<file path="src/rtl/tag_match_encoder_pipe_if.sv">
// Handshake and result bundle between the sampler tag comparators, the
// tag-match encoder and the reuse-interval update logic.
interface tag_match_encoder_pipe_if #(
  parameter int N_WAYS = 32,
  parameter int CNT_W  = 16,
  parameter int IDX_W  = $clog2(N_WAYS)
);
  logic              in_valid_i;
  logic              in_ready_o;
  logic [N_WAYS-1:0] match_bits_i;
  logic              out_valid_o;
  logic              out_ready_i;
  logic [IDX_W-1:0]  match_index_o;
  logic              match_hit_o;
  logic              multi_hit_o;
  logic              stats_clear_i;
  logic [CNT_W-1:0]  hit_count_o;
  logic [CNT_W-1:0]  multi_count_o;

  modport master (
    output in_valid_i, match_bits_i, out_ready_i, stats_clear_i,
    input  in_ready_o, out_valid_o, match_index_o, match_hit_o, multi_hit_o,
           hit_count_o, multi_count_o
  );

  modport slave (
    input  in_valid_i, match_bits_i, out_ready_i, stats_clear_i,
    output in_ready_o, out_valid_o, match_index_o, match_hit_o, multi_hit_o,
           hit_count_o, multi_count_o
  );
endinterface

</file>
<file path="src/rtl/tag_match_encoder_pipe.sv">
// Two-stage tag-match encoder: per-group reduction, then a group merge into a
// binary way index with hit/multi-hit flags and saturating statistics counters.
module tag_match_encoder_pipe #(
  parameter int N_WAYS        = 32,
  parameter int GROUP_W       = 8,
  parameter int IDX_W         = $clog2(N_WAYS),
  parameter int PRIORITY_MODE = 1,
  parameter int CNT_W         = 16
) (
  input logic                     clock_i,
  input logic                     reset_i,
  tag_match_encoder_pipe_if.slave bus
);
  localparam int N_GROUPS = N_WAYS / GROUP_W;
  localparam int LIDX_W   = (GROUP_W > 1) ? $clog2(GROUP_W) : 1;
  localparam logic [CNT_W-1:0] CNT_MAX = '1;

  if ((N_WAYS % GROUP_W) != 0) begin : g_bad_group_split
    $error("N_WAYS must be a multiple of GROUP_W");
  end
  if ((GROUP_W & (GROUP_W - 1)) != 0) begin : g_bad_group_width
    $error("GROUP_W must be a power of two");
  end
  if (IDX_W != $clog2(N_WAYS)) begin : g_bad_idx_width
    $error("IDX_W is derived from N_WAYS and must not be overridden");
  end

  function automatic logic [LIDX_W-1:0] lowest_idx(input logic [GROUP_W-1:0] bits);
    logic [LIDX_W-1:0] idx;
    idx = '0;
    for (int i = GROUP_W - 1; i >= 0; i--) begin
      if (bits[i]) idx = LIDX_W'(i);
      else         idx = idx;
    end
    return idx;
  endfunction

  function automatic logic [LIDX_W-1:0] or_idx(input logic [GROUP_W-1:0] bits);
    logic [LIDX_W-1:0] acc;
    acc = '0;
    for (int i = 0; i < GROUP_W; i++) begin
      if (bits[i]) acc = acc | LIDX_W'(i);
      else         acc = acc;
    end
    return acc;
  endfunction

  // x & (x-1) is non-zero exactly when two or more bits are set
  function automatic logic multi_set(input logic [GROUP_W-1:0] bits);
    return |(bits & (bits - GROUP_W'(1'b1)));
  endfunction

  logic                             adv_s;
  logic                             accept_s;
  logic [N_GROUPS-1:0]              g_hit_s;
  logic [N_GROUPS-1:0]              g_multi_s;
  logic [N_GROUPS-1:0][LIDX_W-1:0]  g_idx_s;
  logic                             s1_valid_r;
  logic [N_GROUPS-1:0]              s1_hit_r;
  logic [N_GROUPS-1:0]              s1_multi_r;
  logic [N_GROUPS-1:0][LIDX_W-1:0]  s1_idx_r;
  logic                             hit_s;
  logic                             multi_s;
  logic [IDX_W-1:0]                 index_s;
  logic                             out_valid_r;
  logic [IDX_W-1:0]                 index_r;
  logic                             hit_r;
  logic                             multi_r;
  logic [CNT_W-1:0]                 hit_cnt_r;
  logic [CNT_W-1:0]                 multi_cnt_r;

  assign adv_s    = !out_valid_r | bus.out_ready_i;
  assign accept_s = out_valid_r & bus.out_ready_i;

  // Stage-1 per-group reduction of the raw match vector
  always_comb begin
    g_hit_s   = '0;
    g_multi_s = '0;
    g_idx_s   = '0;
    for (int g = 0; g < N_GROUPS; g++) begin
      g_hit_s[g]   = |bus.match_bits_i[g*GROUP_W +: GROUP_W];
      g_multi_s[g] = multi_set(bus.match_bits_i[g*GROUP_W +: GROUP_W]);
      if (PRIORITY_MODE == 1) g_idx_s[g] = lowest_idx(bus.match_bits_i[g*GROUP_W +: GROUP_W]);
      else                    g_idx_s[g] = or_idx(bus.match_bits_i[g*GROUP_W +: GROUP_W]);
    end
  end

  // Stage-1 registers, frozen while the output is stalled
  always_ff @(posedge clock_i) begin
    if (reset_i) begin
      s1_valid_r <= 1'b0;
      s1_hit_r   <= '0;
      s1_multi_r <= '0;
      s1_idx_r   <= '0;
    end else if (adv_s) begin
      s1_valid_r <= bus.in_valid_i;
      if (bus.in_valid_i) begin
        s1_hit_r   <= g_hit_s;
        s1_multi_r <= g_multi_s;
        s1_idx_r   <= g_idx_s;
      end
    end
  end

  // Stage-2 group merge into the final index and flags
  always_comb begin
    hit_s   = |s1_hit_r;
    multi_s = (|s1_multi_r) | (|(s1_hit_r & (s1_hit_r - N_GROUPS'(1'b1))));
    index_s = '0;
    if (PRIORITY_MODE == 1) begin
      for (int g = N_GROUPS - 1; g >= 0; g--) begin
        if (s1_hit_r[g]) index_s = IDX_W'(g * GROUP_W) + IDX_W'(s1_idx_r[g]);
        else             index_s = index_s;
      end
    end else begin
      for (int g = 0; g < N_GROUPS; g++) begin
        if (s1_hit_r[g]) index_s = index_s | IDX_W'(g * GROUP_W) | IDX_W'(s1_idx_r[g]);
        else             index_s = index_s;
      end
    end
  end

  // Output registers; data fields hold through bubbles
  always_ff @(posedge clock_i) begin
    if (reset_i) begin
      out_valid_r <= 1'b0;
      index_r     <= '0;
      hit_r       <= 1'b0;
      multi_r     <= 1'b0;
    end else if (adv_s) begin
      out_valid_r <= s1_valid_r;
      if (s1_valid_r) begin
        index_r <= index_s;
        hit_r   <= hit_s;
        multi_r <= multi_s;
      end
    end
  end

  // Saturating statistics; a clear wins over a same-cycle accept
  always_ff @(posedge clock_i) begin
    if (reset_i || bus.stats_clear_i) begin
      hit_cnt_r   <= '0;
      multi_cnt_r <= '0;
    end else if (accept_s) begin
      if (hit_r && (hit_cnt_r != CNT_MAX))     hit_cnt_r   <= hit_cnt_r + CNT_W'(1'b1);
      if (multi_r && (multi_cnt_r != CNT_MAX)) multi_cnt_r <= multi_cnt_r + CNT_W'(1'b1);
    end
  end

  assign bus.in_ready_o    = adv_s;
  assign bus.out_valid_o   = out_valid_r;
  assign bus.match_index_o = index_r;
  assign bus.match_hit_o   = hit_r;
  assign bus.multi_hit_o   = multi_r;
  assign bus.hit_count_o   = hit_cnt_r;
  assign bus.multi_count_o = multi_cnt_r;
endmodule
</file>
<file path="src/flat_wrapper.sv">
// flat-port wrapper written by rule: the top's interface ports become plain ports
module tag_match_encoder_pipe_flat 
#(
  parameter int N_WAYS        = 32,
  parameter int GROUP_W       = 8,
  parameter int IDX_W         = $clog2(N_WAYS),
  parameter int PRIORITY_MODE = 1,
  parameter int CNT_W         = 16
)
  (clock_i, reset_i, bus_in_valid_i, bus_match_bits_i, bus_out_ready_i, bus_stats_clear_i, bus_in_ready_o, bus_out_valid_o, bus_match_index_o, bus_match_hit_o, bus_multi_hit_o, bus_hit_count_o, bus_multi_count_o);
  tag_match_encoder_pipe_if #(.N_WAYS(N_WAYS), .CNT_W(CNT_W), .IDX_W(IDX_W)) bus_i ();
  input logic clock_i;
  input logic reset_i;
  input wire logic [$bits(bus_i.in_valid_i)-1:0] bus_in_valid_i;
  input wire logic [$bits(bus_i.match_bits_i)-1:0] bus_match_bits_i;
  input wire logic [$bits(bus_i.out_ready_i)-1:0] bus_out_ready_i;
  input wire logic [$bits(bus_i.stats_clear_i)-1:0] bus_stats_clear_i;
  output wire logic [$bits(bus_i.in_ready_o)-1:0] bus_in_ready_o;
  output wire logic [$bits(bus_i.out_valid_o)-1:0] bus_out_valid_o;
  output wire logic [$bits(bus_i.match_index_o)-1:0] bus_match_index_o;
  output wire logic [$bits(bus_i.match_hit_o)-1:0] bus_match_hit_o;
  output wire logic [$bits(bus_i.multi_hit_o)-1:0] bus_multi_hit_o;
  output wire logic [$bits(bus_i.hit_count_o)-1:0] bus_hit_count_o;
  output wire logic [$bits(bus_i.multi_count_o)-1:0] bus_multi_count_o;
  assign bus_i.in_valid_i = bus_in_valid_i;
  assign bus_i.match_bits_i = bus_match_bits_i;
  assign bus_i.out_ready_i = bus_out_ready_i;
  assign bus_i.stats_clear_i = bus_stats_clear_i;
  assign bus_in_ready_o = bus_i.in_ready_o;
  assign bus_out_valid_o = bus_i.out_valid_o;
  assign bus_match_index_o = bus_i.match_index_o;
  assign bus_match_hit_o = bus_i.match_hit_o;
  assign bus_multi_hit_o = bus_i.multi_hit_o;
  assign bus_hit_count_o = bus_i.hit_count_o;
  assign bus_multi_count_o = bus_i.multi_count_o;
  tag_match_encoder_pipe #(.N_WAYS(N_WAYS), .GROUP_W(GROUP_W), .IDX_W(IDX_W), .PRIORITY_MODE(PRIORITY_MODE), .CNT_W(CNT_W)) u_core (.clock_i(clock_i), .reset_i(reset_i), .bus(bus_i));
endmodule
</file>
<file path="config.mk">
export PLATFORM = sky130hd
export DESIGN_NAME = tag_match_encoder_pipe_flat
export DESIGN_NICKNAME = d
export VERILOG_FILES = /design/src/rtl/tag_match_encoder_pipe_if.sv /design/src/rtl/tag_match_encoder_pipe.sv /design/src/flat_wrapper.sv
export SDC_FILE = /design/constraint.sdc
export NUM_CORES = 1
export LEC_CHECK = 0
export CAP_MARGIN = 20
export CORE_UTILIZATION = 45
export CTS_CLUSTER_SIZE = 8
export DETAILED_ROUTE_END_ITERATION = 7
export GPL_TIMING_DRIVEN = 0
export PLACE_DENSITY_LB_ADDON = 0.12
export SLEW_MARGIN = 15
export SYNTH_ARGS = -nofsm -noshare
export SYNTH_HDL_FRONTEND = slang
export SYNTH_SLANG_ARGS = --single-unit
</file>
<file path="constraint.sdc">
create_clock -name clock_i -period 2.1 [get_ports clock_i]
set_input_delay 0.42 -clock clock_i [delete_from_list [all_inputs] [get_ports clock_i]]
set_output_delay 0.42 -clock clock_i [all_outputs]
set_load 0.02 [all_outputs]
</file>
## Word level (Yosys, flattened, before mapping)

Cells that the tools add are included.

- $add $sub $neg: 10
- Multipliers: 0
- Div/mod/pow operators: 0
- $lt $le $gt $ge: 0
- Equality and inequality tests: 2
- Shift operators: 0
- Muxes and demuxes: 36
- Bitwise gates (word level): 8
- Reduce and logical (&&, ||, !) cells: 19

Operator list:

| cell | number |
|---|---|
| 3-bit two-way mux | 32 |
| 8-bit OR reduction | 8 |
| 16-bit by 1-bit adder with 16-bit output, second input constant | 2 |
| 8-bit AND | 4 |
| 16-bit != test, second input constant | 2 |
| 8-bit by 1-bit subtractor with 8-bit output, second input constant | 4 |
| 5-bit two-way mux | 4 |
| 4-bit OR reduction | 3 |
| 2-bit AND reduction | 4 |
| 4-bit by 3-bit adder with 5-bit output, first input constant | 1 |
| 4-bit by 4-bit adder with 5-bit output, first input constant | 1 |
| 5-bit by 3-bit adder with 5-bit output, first input constant | 1 |
| 4-bit AND | 1 |
| 4-bit by 1-bit subtractor with 4-bit output, second input constant | 1 |
| 1-bit logical AND | 2 |
| 1-bit OR | 2 |
| 1-bit AND | 1 |
| 1-bit logical NOT | 1 |
| 1-bit logical OR | 1 |

- Register bits: 61
- Bits in latches: 0
- Bits in writable memories: 0
- ROM bits: 0
- Output and inout bits: 41
- Memories: 0

## Logic depth before layout (Yosys ltp)

- Depth in word-level cells: 8
- Gate-level depth with buffers: 7

## Worst setup path after synthesis

Ideal clock, no wire load.

- Kind: flip-flop to flip-flop
- Start point: reg u_core.hit_cnt_r[0] (netlist: u_core.bus.hit_count_o[0])
- End point: reg u_core.hit_cnt_r[14] (netlist: u_core.bus.hit_count_o[14])
- Setup time: 0.070 ns
- Arrival time: 1.936 ns
- Setup slack: 0.094 ns
- Stages on the path, launching flop included: 6
- Path buffers: 0
- Cells stage by stage: dfxtp_1 -> ha_1 -> nand4_1 -> or4b_4 -> or4_1 -> a21oi_1

- Longest elaborated chain between the ends: 3
- Elaborated cells on any way between the ends: 4
- Classes of those cells: add/sub (1); eq/ne (1); reduce/logical (2)

RTL lines:

| item | line | source |
|---|---|---|
| start, declared | tag_match_encoder_pipe.sv:69 | `logic [CNT_W-1:0] hit_cnt_r;` |
| start signal, assigned | tag_match_encoder_pipe.sv:146 | `if (hit_r && (hit_cnt_r != CNT_MAX)) hit_cnt_r <= hit_cnt_r + CNT_W'(1'b1);` |
| branches (longest 3 deep; another with 16-bit by 1-bit adder with 16-bit output) | n/a |  |

Parallel ways; which one is timed is not known.
A chain may end at the register's enable or synchronous reset.

## Final worst setup path

- Start point: in bus_match_bits_i[0]
- End point: reg u_core.s1_multi_r[0]

- Longest elaborated chain between the ends: 3

RTL lines:

| item | line | source |
|---|---|---|
| start, declared | flat_wrapper.sv:15 | `input wire logic [$bits(bus_i.match_bits_i)-1:0] bus_match_bits_i;` |
| 8-bit by 1-bit subtractor with 8-bit output | tag_match_encoder_pipe.sv:50 | `return \|(bits & (bits - GROUP_W'(1'b1)));` |
| 8-bit AND * | tag_match_encoder_pipe.sv:50 |  |
| 8-bit OR reduction * | tag_match_encoder_pipe.sv:50 |  |
| end signal, assigned | tag_match_encoder_pipe.sv:99 | `s1_multi_r <= g_multi_s;` |
| end, declared | tag_match_encoder_pipe.sv:60 | `logic [N_GROUPS-1:0] s1_multi_r;` |

Mark *: on every way between the ends. The rest lies on a longest branch, timed or not.

==> results.ini <==
[status]
status = completed

[die]
core_um2 = 6940
die_h_um = 87.7
initial_core_util_pct = 47.6
io_pins = 78
fp-row-count = 30
die_w_um = 87.7
die-area_um2 = 7690

[yosys]
ys_types = 49
ys_seq_elements = 61
ys.flop_type = dfxtp_1
synth.avg_cell_area_um2 = 7.87
synth-edff-count = 0
yosysSeqAreaShare_pct = 36.9
syn_nets = 459
async_flop_share_pct = 0
yosysWarnings = 0
syn_area_um2 = 3310
synth_cells = 420

[timing]
max-slew-margin-rel_pct = 57.7
worst_pin_slew_ns = 0.630
report.final.slew_viol_count = 0
rsz0062_at_grt = false
holdWs_ns = 0.459
hold_viol = 0
fmax_mhz = 496
finalClockSkew_ns = 0.00724
final.setup.worst_slack_ns = 0.0855
timing.final.setup_violations = 0
final.period_utilization_pct = 95.9
finalSetupTns_ns = 0
min_period_ns = 2.01

[layout]
diodes = 0
area_delta_synth_final_pct = 33.8
drive_gt1_share_pct = 6.04
fillers = 616
nets = 547

[clocking]
cts-buffers-inserted = 9
cts_root_buf = clkbuf_8
cts_tree = built
clock-sinks = 61
htreeDepth = 3
insertion_delay_ns = 0.33
clk_path_buf_depth = 2
cts_hold_buf = 0
clk_pin_slew_ns = 0.07

[flow_run]
drv_cap = 0

[critical_path]
cp-start-kind = input pin
critPathCaptureType = register
regToRegSetupSlack_ns = 0.10
required_ns = 2.32
arrival_ns = 2.23
crit_type = input pin to register
path_max_fanout = 5

[grt]
grt_antenna_before_repair = 0
grt_pass1_vias = 3289
grt_usage_pct = 24.4
grt_max_degree = 17
grt-ovfl-total = 0
grt_pass1_wl_um = 14800

[placed_design]
place_hpwl_um = 6660
pre_cts_ws_ns = -0.502
gp_congestion = 0.855
io_buffers = 77

[route]
drtIter0Drc = 203
viasPerCell = 5.90
drc_errors = 0
wl_per_cell_um = 14.5
via_count = 3593
dr.pass1.iters = 5
ant_nets = 0
routed_wirelength_um = 8860

[power]
cellLeakagePower_nw = 1.48
total_power_mw = 2.58
powerDensity_nw_per_um2 = 582
ir_drop_mv = 0.356

[min_path]
hold_class = register to register

sequential cells by signal, indices dropped and copies added, names as in the netlist:
register and cells:
u_core.bus.hit_count_o 16, u_core.bus.multi_count_o 16, u_core.s1_idx_r 12, u_core.bus.match_index_o 5, u_core.s1_hit_r 4, u_core.s1_multi_r 4
u_core.bus.match_hit_o 1, u_core.bus.multi_hit_o 1, u_core.bus.out_valid_o 1, u_core.s1_valid_r 1
where the power goes:
part           switching (mW)  internal [mW]  total [mW]  leakage (nW)
Clock                   0.456          0.578        1.03        0.0964
Combinational           0.172          0.154       0.326         0.883
Sequential             0.0251           1.19        1.22         0.498
cells by family after synthesis:
logic type / Yosys count / synth area share [%]
flip-flops: 61 / 36.9
AO/OA/AOI/OAI: 115 / 23.3
AND/OR/NAND/NOR: 199 / 31.6
buffers and inverters: 30 / 3.48
adder cells (fa/ha/maj): 9 / 2.88
multiplexers: 6 / 1.85
timing repair:
item | 4_1_cts | 5_1_grt
endpoints found under the setup margin | 20 | 12
setup buffers | 0 | 1
gates cloned | 0 | 0
resized for setup | 5 | 6
area by class of cell:
type | instances | area, µm² | share of cell area (%)
clock inverter | 4 | 47.5 | 1.07
sequential | 61 | 1230 | 27.7
multi-input combinational | 329 | 2000 | 45.1
tap | 96 | 120 | 2.72
clock buffer | 12 | 145 | 3.28
timing repair buffer | 78 | 776 | 17.5
buffer | 17 | 67.6 | 1.53
inverter | 12 | 45.0 | 1.02
stage by stage:
stage               instances  instance area [µm²]  util, %
global placement          593                 4200     60.4
CTS                       608                 4400     63.4
detailed placement        593                 4200     60.4
finish                    609                 4420     63.7
global route              609                 4420     63.7
floorplan                 420                 3310        -
final timing paths:
path	from	end	cells after the start
hold / removal	u_core.s1_idx_r[7]	u_core.s1_idx_r[7]	2
hold reg to reg	u_core.s1_idx_r[7]	u_core.s1_idx_r[7]	2
setup / recovery	bus_match_bits_i[0]	u_core.s1_multi_r[0]	5
setup reg to reg	u_core.bus.hit_count_o[0]	u_core.bus.hit_count_o[14]	5
synth_stat cells, types with 2 or more instances:
cell / n / share of area (%)
o31ai_1: 6 / 1.4
nand3b_1: 5 / 1.1
o21ai_0: 16 / 2.4
or3_1: 18 / 3.4
a221oi_1: 3 / 0.79
o311ai_0: 4 / 1.1
maj3_1: 7 / 2.1
a211o_1: 3 / 0.79
a31oi_1: 6 / 1.1
clkbuf_1: 15 / 1.7
o21a_1: 3 / 0.68
or4_1: 11 / 2.5
a211oi_1: 8 / 1.8
a311oi_1: 3 / 0.79
o2bb2ai_1: 4 / 1.1
or2_2: 3 / 0.57
nor2b_1: 4 / 0.76
o31a_1: 2 / 0.53
ha_1: 2 / 0.76
o2111a_1: 2 / 0.68
and2_1: 3 / 0.57
and4_1: 3 / 0.79
inv_1: 12 / 1.4
dfxtp_1: 61 / 37
nand3_1: 13 / 2.0
and3_1: 3 / 0.57
a41o_1: 3 / 0.91
o21bai_1: 4 / 0.91
nor4_1: 15 / 2.8
nand2_1: 34 / 3.9
o211ai_1: 3 / 0.68
buf_2: 2 / 0.30
a21oi_1: 39 / 5.9
nand4_1: 8 / 1.5
nor2_1: 43 / 4.9
mux2i_1: 5 / 1.5
nor3_1: 32 / 4.8
cell usage in the layout (no fill, tap or decap), types with 4 or more instances in the layout:
master	n
nor4_1	14
nand4_1	8
nor2_1	43
dfxtp_1	59
o2bb2ai_1	4
nand2_1	34
clkbuf_8	10
clkdlybuf4s50_1	75
mux2i_1	5
inv_1	12
o21ai_0	16
maj3_1	7
a31oi_1	6
or4_1	11
clkbuf_1	15
o21bai_1	4
a211oi_1	8
nor3_1	32
nand3_1	13
a21oi_1	39
nor2b_1	4
nand3b_1	5
or3_1	18
o31ai_1	6
o311ai_0	4
routing by layer:
| layer | vias up | routed length [µm] | global-route usage [%] |
|---|---|---|---|
| met4 | 0 | 122 | 8.79 |
| li1 | 1778 | - | - |
| met5 | - | 0 | 0 |
| met3 | 11 | 512 | 5.75 |
| met1 | 1678 | 3750 | 28.7 |
| met2 | 126 | 4480 | 43.0 |
critical path, cell delays in order:
cell and delay, ns:
clkdlybuf4s50_1 0.47, or4_1 0.60, nor4_1 0.34, nor4_1 0.12, a211o_1 0.28
Power figures use the tool's default switching activity.
